File: config.mk
export PLATFORM = sky130hd
export DESIGN_NAME = sprite_mover
export DESIGN_NICKNAME = d
export VERILOG_FILES = /design/src/rtl/sprite_mover.sv
export SDC_FILE = /design/constraint.sdc
export NUM_CORES = 1
export LEC_CHECK = 0
export CELL_PAD_IN_SITES_DETAIL_PLACEMENT = 1
export CELL_PAD_IN_SITES_GLOBAL_PLACEMENT = 1
export CORE_MARGIN = 1.5
export CORE_UTILIZATION = 41
export DETAILED_ROUTE_END_ITERATION = 12
export PLACE_DENSITY_LB_ADDON = 0.1
export SLEW_MARGIN = 20
export SYNTH_ARGS = -nofsm -noshare
export SYNTH_HDL_FRONTEND = slang
export SYNTH_SLANG_ARGS = --single-unit
export TNS_END_PERCENT = 1
File: constraint.sdc
create_clock -name clk -period 3.66 [get_ports clk]
set_clock_uncertainty 0.2 [all_clocks]
set_input_delay 0.366 -clock clk [delete_from_list [all_inputs] [get_ports clk]]
set_output_delay 0.366 -clock clk [all_outputs]
set_load 0.005 [all_outputs]
File: src/rtl/sprite_mover.sv
// Horizontally moving sprite: clears the screen, draws the sprite from an external
// 1-cycle-latency ROM, and erases/redraws it on left/right commands with edge handling.
module sprite_mover #(
   parameter int SCREEN_W  = 160,
   parameter int SCREEN_H  = 120,
   parameter int SPRITE_W  = 11,
   parameter int SPRITE_H  = 10,
   parameter int X_START   = 73,
   parameter int Y_START   = 105,
   parameter int STEP      = 5,
   parameter int EDGE_MODE = 0,
   parameter int COOLDOWN  = 25000000,
   parameter int ADDR_W    = 7
) (
   input  logic              clk,
   input  logic              reset,
   input  logic              start,
   input  logic              left,
   input  logic              right,
   input  logic [2:0]        romData,
   output logic [ADDR_W-1:0] romAddr,
   output logic [7:0]        xout,
   output logic [6:0]        yout,
   output logic [2:0]        colourOut,
   output logic              drawEn,
   output logic              ready,
   output logic              hitEdge,
   output logic [7:0]        posX
);

   typedef enum logic [2:0] {
      S_IDLE, S_CLEAR, S_DRAW, S_READY, S_ERASE, S_MOVE, S_COOL, S_HALT
   } state_t;

   localparam int              NPIX  = SPRITE_W * SPRITE_H;
   localparam logic [7:0]      MAX_X = 8'(SCREEN_W - SPRITE_W);
   localparam logic [7:0]      STEPX = 8'(STEP);
   localparam logic [7:0]      X_ST  = 8'(X_START);
   localparam logic [6:0]      Y_ST  = 7'(Y_START);
   localparam logic [ADDR_W:0] K_END = (ADDR_W + 1)'(NPIX);

   state_t          r_state, w_state;
   logic [7:0]      r_pos, w_pos, r_tgt, w_tgt, r_kx, w_kx, r_x, w_x;
   logic [6:0]      r_ky, w_ky, r_y, w_y;
   logic [ADDR_W:0] r_k, w_k;
   logic [31:0]     r_cool, w_cool;
   logic            r_hit, w_hit, r_draw, w_draw, r_romsel, w_romsel;

   logic [7:0] w_xmax, w_kx_adv, w_ltgt, w_rtgt, w_cmd_tgt;
   logic [6:0] w_ymax, w_ky_adv;
   logic [8:0] w_rsum;
   logic       w_xlast, w_rlast, w_cmd_l, w_cmd_r, w_oob;

   // Shared raster counter: full screen while clearing, sprite box otherwise
   assign w_xmax   = (r_state == S_CLEAR) ? 8'(SCREEN_W - 1) : 8'(SPRITE_W - 1);
   assign w_ymax   = (r_state == S_CLEAR) ? 7'(SCREEN_H - 1) : 7'(SPRITE_H - 1);
   assign w_xlast  = (r_kx == w_xmax);
   assign w_rlast  = w_xlast && (r_ky == w_ymax);
   assign w_kx_adv = w_xlast ? 8'd0 : r_kx + 8'd1;
   assign w_ky_adv = w_xlast ? r_ky + 7'd1 : r_ky;

   assign w_cmd_l   = left & ~right;
   assign w_cmd_r   = right & ~left;
   assign w_rsum    = {1'b0, r_pos} + {1'b0, STEPX};
   assign w_ltgt    = (r_pos >= STEPX) ? r_pos - STEPX : 8'd0;
   assign w_rtgt    = (w_rsum <= {1'b0, MAX_X}) ? w_rsum[7:0] : MAX_X;
   assign w_cmd_tgt = w_cmd_l ? w_ltgt : w_rtgt;
   assign w_oob     = w_cmd_l ? (r_pos < STEPX) : (w_rsum > {1'b0, MAX_X});

   always_comb begin
      w_state  = r_state;
      w_pos    = r_pos;
      w_tgt    = r_tgt;
      w_hit    = r_hit;
      w_k      = r_k;
      w_kx     = r_kx;
      w_ky     = r_ky;
      w_cool   = r_cool;
      w_x      = r_x;
      w_y      = r_y;
      w_draw   = 1'b0;
      w_romsel = 1'b0;
      case (r_state)
         S_IDLE: begin
            if (start) begin
               w_state = S_CLEAR;
               w_kx    = '0;
               w_ky    = '0;
            end
         end
         S_CLEAR: begin
            w_draw = 1'b1;
            w_x    = r_kx;
            w_y    = r_ky;
            w_kx   = w_kx_adv;
            w_ky   = w_ky_adv;
            if (w_rlast) begin
               w_state = S_DRAW;
               w_k     = '0;
               w_kx    = '0;
               w_ky    = '0;
            end
         end
         S_DRAW, S_MOVE: begin
            // Pixel k is strobed the cycle after romAddr=k, when romData holds ROM[k]
            if (r_k == K_END) begin
               w_state = (r_state == S_DRAW) ? S_READY : S_COOL;
               w_k     = '0;
               w_kx    = '0;
               w_ky    = '0;
               w_cool  = '0;
            end else begin
               w_draw   = 1'b1;
               w_romsel = 1'b1;
               w_x      = r_pos + r_kx;
               w_y      = Y_ST + r_ky;
               w_k      = r_k + 1'b1;
               w_kx     = w_kx_adv;
               w_ky     = w_ky_adv;
            end
         end
         S_READY: begin
            if (w_cmd_l || w_cmd_r) begin
               if ((EDGE_MODE != 0) && w_oob) begin
                  w_state = S_HALT;
                  w_hit   = 1'b1;
               end else if (w_cmd_tgt == r_pos) begin
                  w_state = S_COOL;
                  w_hit   = 1'b1;
                  w_cool  = '0;
               end else begin
                  w_state = S_ERASE;
                  w_tgt   = w_cmd_tgt;
                  w_kx    = '0;
                  w_ky    = '0;
               end
            end
         end
         S_ERASE: begin
            w_draw = 1'b1;
            w_x    = r_pos + r_kx;
            w_y    = Y_ST + r_ky;
            w_kx   = w_kx_adv;
            w_ky   = w_ky_adv;
            if (w_rlast) begin
               w_state = S_MOVE;
               w_pos   = r_tgt;
               w_k     = '0;
               w_kx    = '0;
               w_ky    = '0;
            end
         end
         S_COOL: begin
            w_hit = 1'b0;
            if ((r_cool + 32'd1) >= 32'(COOLDOWN)) w_state = S_READY;
            else                                   w_cool  = r_cool + 32'd1;
         end
         S_HALT: begin
            w_hit = 1'b1;
            if (start) begin
               w_state = S_CLEAR;
               w_hit   = 1'b0;
               w_pos   = X_ST;
               w_kx    = '0;
               w_ky    = '0;
            end
         end
         default: w_state = S_IDLE;
      endcase
   end

   always_ff @(posedge clk or negedge reset) begin
      if (!reset) begin
         r_state  <= S_IDLE;
         r_pos    <= X_ST;
         r_tgt    <= '0;
         r_hit    <= 1'b0;
         r_k      <= '0;
         r_kx     <= '0;
         r_ky     <= '0;
         r_cool   <= '0;
         r_x      <= '0;
         r_y      <= '0;
         r_draw   <= 1'b0;
         r_romsel <= 1'b0;
      end else begin
         r_state  <= w_state;
         r_pos    <= w_pos;
         r_tgt    <= w_tgt;
         r_hit    <= w_hit;
         r_k      <= w_k;
         r_kx     <= w_kx;
         r_ky     <= w_ky;
         r_cool   <= w_cool;
         r_x      <= w_x;
         r_y      <= w_y;
         r_draw   <= w_draw;
         r_romsel <= w_romsel;
      end
   end

   // The ROM's own output register acts as the colour register during sprite sweeps
   assign colourOut = r_romsel ? romData : 3'd0;
   assign romAddr   = r_k[ADDR_W-1:0];
   assign xout      = r_x;
   assign yout      = r_y;
   assign drawEn    = r_draw;
   assign hitEdge   = r_hit;
   assign posX      = r_pos;
   assign ready     = (r_state == S_READY);

endmodule

==> impl_metrics.env, run 1 <==
export IMPL_drt_pre_antenna_iters=5
export IMPL_criticalPathCategory="reg -> reg"
export IMPL_fin_ws_ns=-0.0117
export IMPL_routedWlPerCell_um=20.6
export IMPL_dieArea_um2=17300
export IMPL_met3_length_um=750
export IMPL_hold_path_class="reg -> reg"
export IMPL_pin_count=44
export IMPL_whs_ns=0.284
export IMPL_grt_max_degree=33
export IMPL_critPathTopFamily="compound AO/OA/AOI/OAI gates"
export IMPL_drc=0
export IMPL_viasPerCell=6.07
export IMPL_grt_pass1_vias=7067
export IMPL_yosys_warnings=0
export IMPL_yosysSeqAreaShare=0.340
export IMPL_status="finished with violations"
export IMPL_drt_initial_drc_count=407
export IMPL_antennaDiodeCount=0
export IMPL_routed_wl_um=23200
export IMPL_cts_made_buffers=9
export IMPL_crit_top_cell="buf_4"
export IMPL_cp_startpoint="posX[1]"
export IMPL_route_met2_wl_um=11700
export IMPL_violations="negative setup slack"
export IMPL_drive_gt1_frac=0.181
export IMPL_hp_start="r_tgt[7]"
export IMPL_antenna_found_initial=0
export IMPL_postRouteAntennaNets=0
export IMPL_yosysTopAreaCell="dfrtp_1"
export IMPL_synth_seq_cells=92
export IMPL_dpl_cell_count=1099
export IMPL_die_w_um=132
export IMPL_final_cell_mix="dfrtp_1 (89), buf_4 (80), nor2_1 (76), nand2_1 (72), a21oi_1 (57)"
export IMPL_max_cap_viol_count=0
export IMPL_via_count=6852
export IMPL_hold_violations=0
export IMPL_hpwl_um=16800
export IMPL_cp_max_fo=5
export IMPL_syn_instance_count=826
export IMPL_synth_edf_count=0
export IMPL_regToRegStartpoint="posX[1]"
export IMPL_initial_core_util=0.424
export IMPL_power_density_nw_per_um2=388
export IMPL_wl_met1_um=10400
export IMPL_yosys_cell_types_count=73
export IMPL_path_buf_inv=4
export IMPL_grt_usage=0.264
export IMPL_fp_row_count=46
export IMPL_ys_async_sr_fraction=1.00
export IMPL_relSlewSlack=0.412
export IMPL_avgSynthCellArea_um2=8.22
export IMPL_clock_sinks=92
export IMPL_cp_slowest_cell="dfrtp_1"
export IMPL_critPathMaxStageDelay_ns=0.38
export IMPL_core_um2=16000
export IMPL_critPathRequiredTime_ns=3.70
export IMPL_tightest_slew_ns=0.881
export IMPL_cts_buffer_depth=2
export IMPL_worstSetupStartpointType="register"
export IMPL_power_leakage_nw=3.56
export IMPL_fin_crit_sh=1.00
export IMPL_fin_nets=933
export IMPL_fin_crit_ns=3.67
export IMPL_synthesis_area_um2=6790
export IMPL_crit_arrival_ns=3.71
export IMPL_syn_to_final_growth_pct=24.8
export IMPL_top_layer="met4"
export IMPL_io_buffers=43
export IMPL_synth_nets=852
export IMPL_place_ws_ns=-0.133
export IMPL_yosys_area_top_type_share=0.328
export IMPL_cts_tree="yes"
export IMPL_htreeDepth=3
export IMPL_clk_pin_slew_ns=0.07
export IMPL_slew_viol_final=0
export IMPL_root_buffer="clkbuf_16"
export IMPL_ir_drop_mv=0.281
export IMPL_final_cells=1128
export IMPL_die_y_um=132
export IMPL_clk_latency_ns=0.35
export IMPL_synth_top_flop_cell="dfrtp_1"
export IMPL_rsz0062_at_grt="yes"
export IMPL_gp_congestion=0.902
export IMPL_grt_pass1_wl_um=37200
export IMPL_gr_total_overflow=0
export IMPL_setup_viol=2
export IMPL_cp_cell_sequence="clkinv_2, ha_4, a2111oi_4, buf_4, nor4b_4, buf_4, o22ai_4, nor4_4, o211ai_1, o31ai_2, a32oi_4, buf_6, and3_4, a211o_1"
export IMPL_max_freq_mhz=272
export IMPL_final_common_cell="dfrtp_1"
export IMPL_synth_area_top_cells="dfrtp_1 (33%), a21oi_1 (4.6%), nor2_1 (4.2%)"
export IMPL_critPathCaptureType="register"
worst paths after layout:
path                         endpoint  slack [ns]  cells after the start
max                        r_cool[14]       -0.01                     14
min                           posX[7]        0.28                      2
min in group asynchronous  r_cool[23]        0.29                      2
min reg2reg                   posX[7]        0.28                      2
max reg2reg                r_cool[14]       -0.01                     14
max in group asynchronous     posX[6]        2.15                      3
cells by family (layout without fill, tap and decap cells):
kind of cell	count (synthesis)	in the layout	share of synthesized area
and+or+nand+nor	340	340	0.261
buffers and inverters	89	175	0.0551
xor gates and xnor gates	24	24	0.0310
adders and majority gates	19	19	0.0358
DFF	92	92	0.340
muxes	27	27	0.0420
AOI/OAI and AO/OA	235	235	0.236
per-stage QoR:
stage	power, mW	area, µm²	setup TNS (ns)	utilization
after global placement	2.23	7820	-1.68	0.489
after detailed placement	2.29	7820	-2.44	0.489
after global routing	3.48	8470	-3.63	0.530
after floorplan	1.87	6800	0	-
final	3.28	8470	-0.0185	0.530
after CTS	3.30	8160	0	0.510
worst min-delay path: stages, from the launching register on:
cell     delay, ns
dfrtp_1       0.34
nand2_1       0.05
o31ai_1       0.06
area by class of cell:
cell class                      instances  area [µm²]
Clock buffer                           11         243
Clock inverter                          5        67.6
Fill cell                            1968        7530
Inverter                               29         110
Multi-Input combinational cell        645        4340
Sequential cell                        92        2310
Tap cell                              216         270
Timing Repair Buffer                  130        1130
cell usage after synthesis (4+ instances only):
cell,count
dfrtp_1,89
or4_1,6
o211ai_1,9
o32ai_1,4
nor3_1,30
xor2_1,9
ha_1,17
a211oi_1,4
inv_1,26
nor2b_1,18
o21ai_0,37
nand2b_1,13
o21bai_1,6
o41ai_1,6
o2bb2ai_1,13
clkbuf_1,39
nor2_1,76
o22ai_1,6
a21o_1,9
nand2_1,73
and2_1,12
buf_4,7
a21oi_1,62
nor4_1,13
xnor2_1,15
or2_2,5
mux2i_1,15
mux2_2,12
or3_1,11
and4_1,6
o2111ai_1,5
a211o_1,15
and3_1,18
o31ai_1,15
buf_2,11
nand4_1,14
a31oi_1,6
nand3_1,29
a22oi_1,8
metal layers:
layer / global-route usage / up-vias
met3: 0.0328 / 30
met5: 0 / -
met4: 0.0747 / 0
li1: - / 3205
met2: 0.468 / 145
met1: 0.336 / 3472
registers in the layout, indices dropped and copies added (netlist names), 7 cells and up:
signal  cells
r_k         8
r_ky        7
yout        7
r_kx        8
r_cool     32
xout        8
r_tgt       8
posX        8
what timing repair did:
item,4_1_cts,5_1_grt
pin swaps,0,15
hold buffers,1,0
buffers inserted,2,8
endpoints found under the setup margin,37,52
gates cloned,0,2
endpoints found under the hold margin,29,0
gates resized for setup,2,42
report_power, final:
part           total, mW  switching [mW]  internal (mW)  leakage, nW
Clock               1.00           0.444          0.561        0.153
Sequential          1.31           0.151           1.16         1.11
Combinational      0.967           0.464          0.503         2.30
Total               3.28            1.06           2.23         3.56
No activity file was read; power rests on OpenSTA's default activity.
==> inputs of run 2 (changes only) <==
--- a/config.mk
+++ b/config.mk
@@ -7,10 +7,10 @@
 export LEC_CHECK = 0
 export CELL_PAD_IN_SITES_DETAIL_PLACEMENT = 1
 export CELL_PAD_IN_SITES_GLOBAL_PLACEMENT = 1
-export CORE_MARGIN = 1.5
 export CORE_UTILIZATION = 41
 export DETAILED_ROUTE_END_ITERATION = 12
 export PLACE_DENSITY_LB_ADDON = 0.1
+export SETUP_SLACK_MARGIN = 0.02
 export SLEW_MARGIN = 20
 export SYNTH_ARGS = -nofsm -noshare
 export SYNTH_HDL_FRONTEND = slang
==> run 2 against run 1 <==
  * The flow now finishes without violations
  * First-iteration DRC count down 17%
  * Final cell count rose by 0.35%
  * Power up 1.1%
  * Worst setup slack improved by 0.14 ns
  * Global-route usage up 1.4 points
  * Clock power about the same
  * Register-to-register slack better by 0.14 ns
  * Core utilization is 0.52 points lower
  * Die area is 1.5% lower
  * Via count rose by 0.54%
  * Hold slack worse by 0.0020 ns
  * Wire length down 1.9%
  * Largest cell class unchanged
==> impl_metrics.env, run 2 (synthesis gave the netlist of run 1 again) <==
export IMPL_status="finished clean"
export IMPL_max_cap_viol_count=0
export IMPL_drive_gt1_frac=0.178
export IMPL_antenna_found_initial=0
export IMPL_hpwl_um=16800
export IMPL_via_count=6889
export IMPL_whs_ns=0.282
export IMPL_relSlewSlack=0.369
export IMPL_die_y_um=131
export IMPL_root_buffer="clkbuf_16"
export IMPL_nFillCells=1971
export IMPL_critPathRequiredTime_ns=3.71
export IMPL_fin_nets=937
export IMPL_cts_tree="yes"
export IMPL_io_buffers=43
export IMPL_syn_to_final_growth_pct=23.6
export IMPL_viasPerCell=6.09
export IMPL_cp_max_fo=6
export IMPL_setup_tns_ns=0
export IMPL_grt_pass1_vias=7078
export IMPL_final_common_cell="dfrtp_1"
export IMPL_crit_arrival_ns=3.58
export IMPL_tightest_slew_ns=0.944
export IMPL_routed_wl_um=22800
export IMPL_grt_max_degree=66
export IMPL_grt_usage=0.277
export IMPL_r2r_setup_slack_ns=0.13
export IMPL_dieArea_um2=17100
export IMPL_fp_row_count=46
export IMPL_clk_pin_slew_ns=0.07
export IMPL_fin_crit_ns=3.53
export IMPL_slew_viol_final=0
export IMPL_ir_drop_mv=0.251
export IMPL_criticalPathCategory="reg -> reg"
export IMPL_pin_count=44
export IMPL_critPathCaptureType="register"
export IMPL_setup_viol=0
export IMPL_clk_latency_ns=0.36
export IMPL_power_leakage_nw=3.58
export IMPL_routedWlPerCell_um=20.1
export IMPL_htreeDepth=3
export IMPL_cts_buffer_depth=2
export IMPL_drt_pre_antenna_iters=5
export IMPL_place_ws_ns=-0.0931
export IMPL_antennaDiodeCount=0
export IMPL_clock_sinks=92
export IMPL_power_density_nw_per_um2=396
export IMPL_postRouteAntennaNets=0
export IMPL_final_util=0.524
export IMPL_die_w_um=131
export IMPL_grt_pass1_wl_um=36700
export IMPL_final_cell_mix="dfrtp_1 (89), buf_4 (86), nor2_1 (76), nand2_1 (72), a21oi_1 (59)"
export IMPL_gp_congestion=0.876
export IMPL_hold_path_class="reg -> reg"
export IMPL_drt_initial_drc_count=338
export IMPL_core_um2=16000
export IMPL_fin_ws_ns=0.132
export IMPL_drc=0
export IMPL_largest_reg_flops=32
export IMPL_fin_crit_sh=0.964
export IMPL_top_register="r_cool"
export IMPL_max_freq_mhz=283
export IMPL_gr_total_overflow=0
export IMPL_rsz0062_at_grt="yes"
export IMPL_cts_made_buffers=9
export IMPL_worstSetupStartpointType="register"
export IMPL_hold_violations=0
export IMPL_initial_core_util=0.424
==> run 2: worst paths after layout <==
kind,startpoint,to,depth (start not counted)
max,r_cool[4],r_cool[7],9
min,r_tgt[3],posX[3],2
max reg2reg,r_cool[4],r_cool[7],9
min reg2reg,r_tgt[3],posX[3],2
max in group asynchronous,reset,r_kx[7],3
min in group asynchronous,reset,r_cool[23],2
==> run 2: what timing repair did <==
item                                   CTS  global route
cloned                                   0             1
resized for setup                        4            24
endpoints found under the hold margin   63             0
pin swaps                                0             7
buffers inserted                         0             1
hold buffers                             1             0
setup endpoints to repair               29            52
==> run 2: final cells by class <==
cell class | count | area (µm²) | share of cell area
multi-input cells | 645 | 4260 | 0.508
flip-flops and latches | 92 | 2310 | 0.275
clock buffers | 9 | 225 | 0.0268
repair buffers | 134 | 1130 | 0.134
well taps | 216 | 270 | 0.0322
clock inverters | 7 | 91.3 | 0.0109
inverters | 29 | 110 | 0.0131
==> run 2: worst max-delay path, cell delays in order, from the launching register on <==
cell and delay (ns):
dfrtp_1 0.42, nand3_2 0.15, or2_0 0.27, or4_1 0.66, mux2_2 0.30, a211oi_2 0.06
a211o_1 0.39, or4_1 0.60, a22o_1 0.21, a21o_1 0.17
==> run 2: metrics by stage <==
stage	cell area [µm²]	power, mW	cells
finish	8390	3.32	1132
global route	8390	3.50	1132
CTS	8250	3.34	1130
detailed placement	7910	2.32	1113
global placement	7910	2.25	1113
floorplan	6810	1.87	826
==> run 2: where the power goes <==
group | internal (mW) | switching, mW | total (mW) | leakage [nW]
clock network | 0.547 | 0.474 | 1.02 | 0.151
logic | 0.521 | 0.492 | 1.01 | 2.33
registers | 1.16 | 0.125 | 1.29 | 1.11
==> run 2: layer usage <==
layer / global-route usage / wire length [µm]
met5: 0 / 0
met4: 0.103 / 457
met3: 0.0269 / 577
met2: 0.502 / 11700
met1: 0.341 / 10000
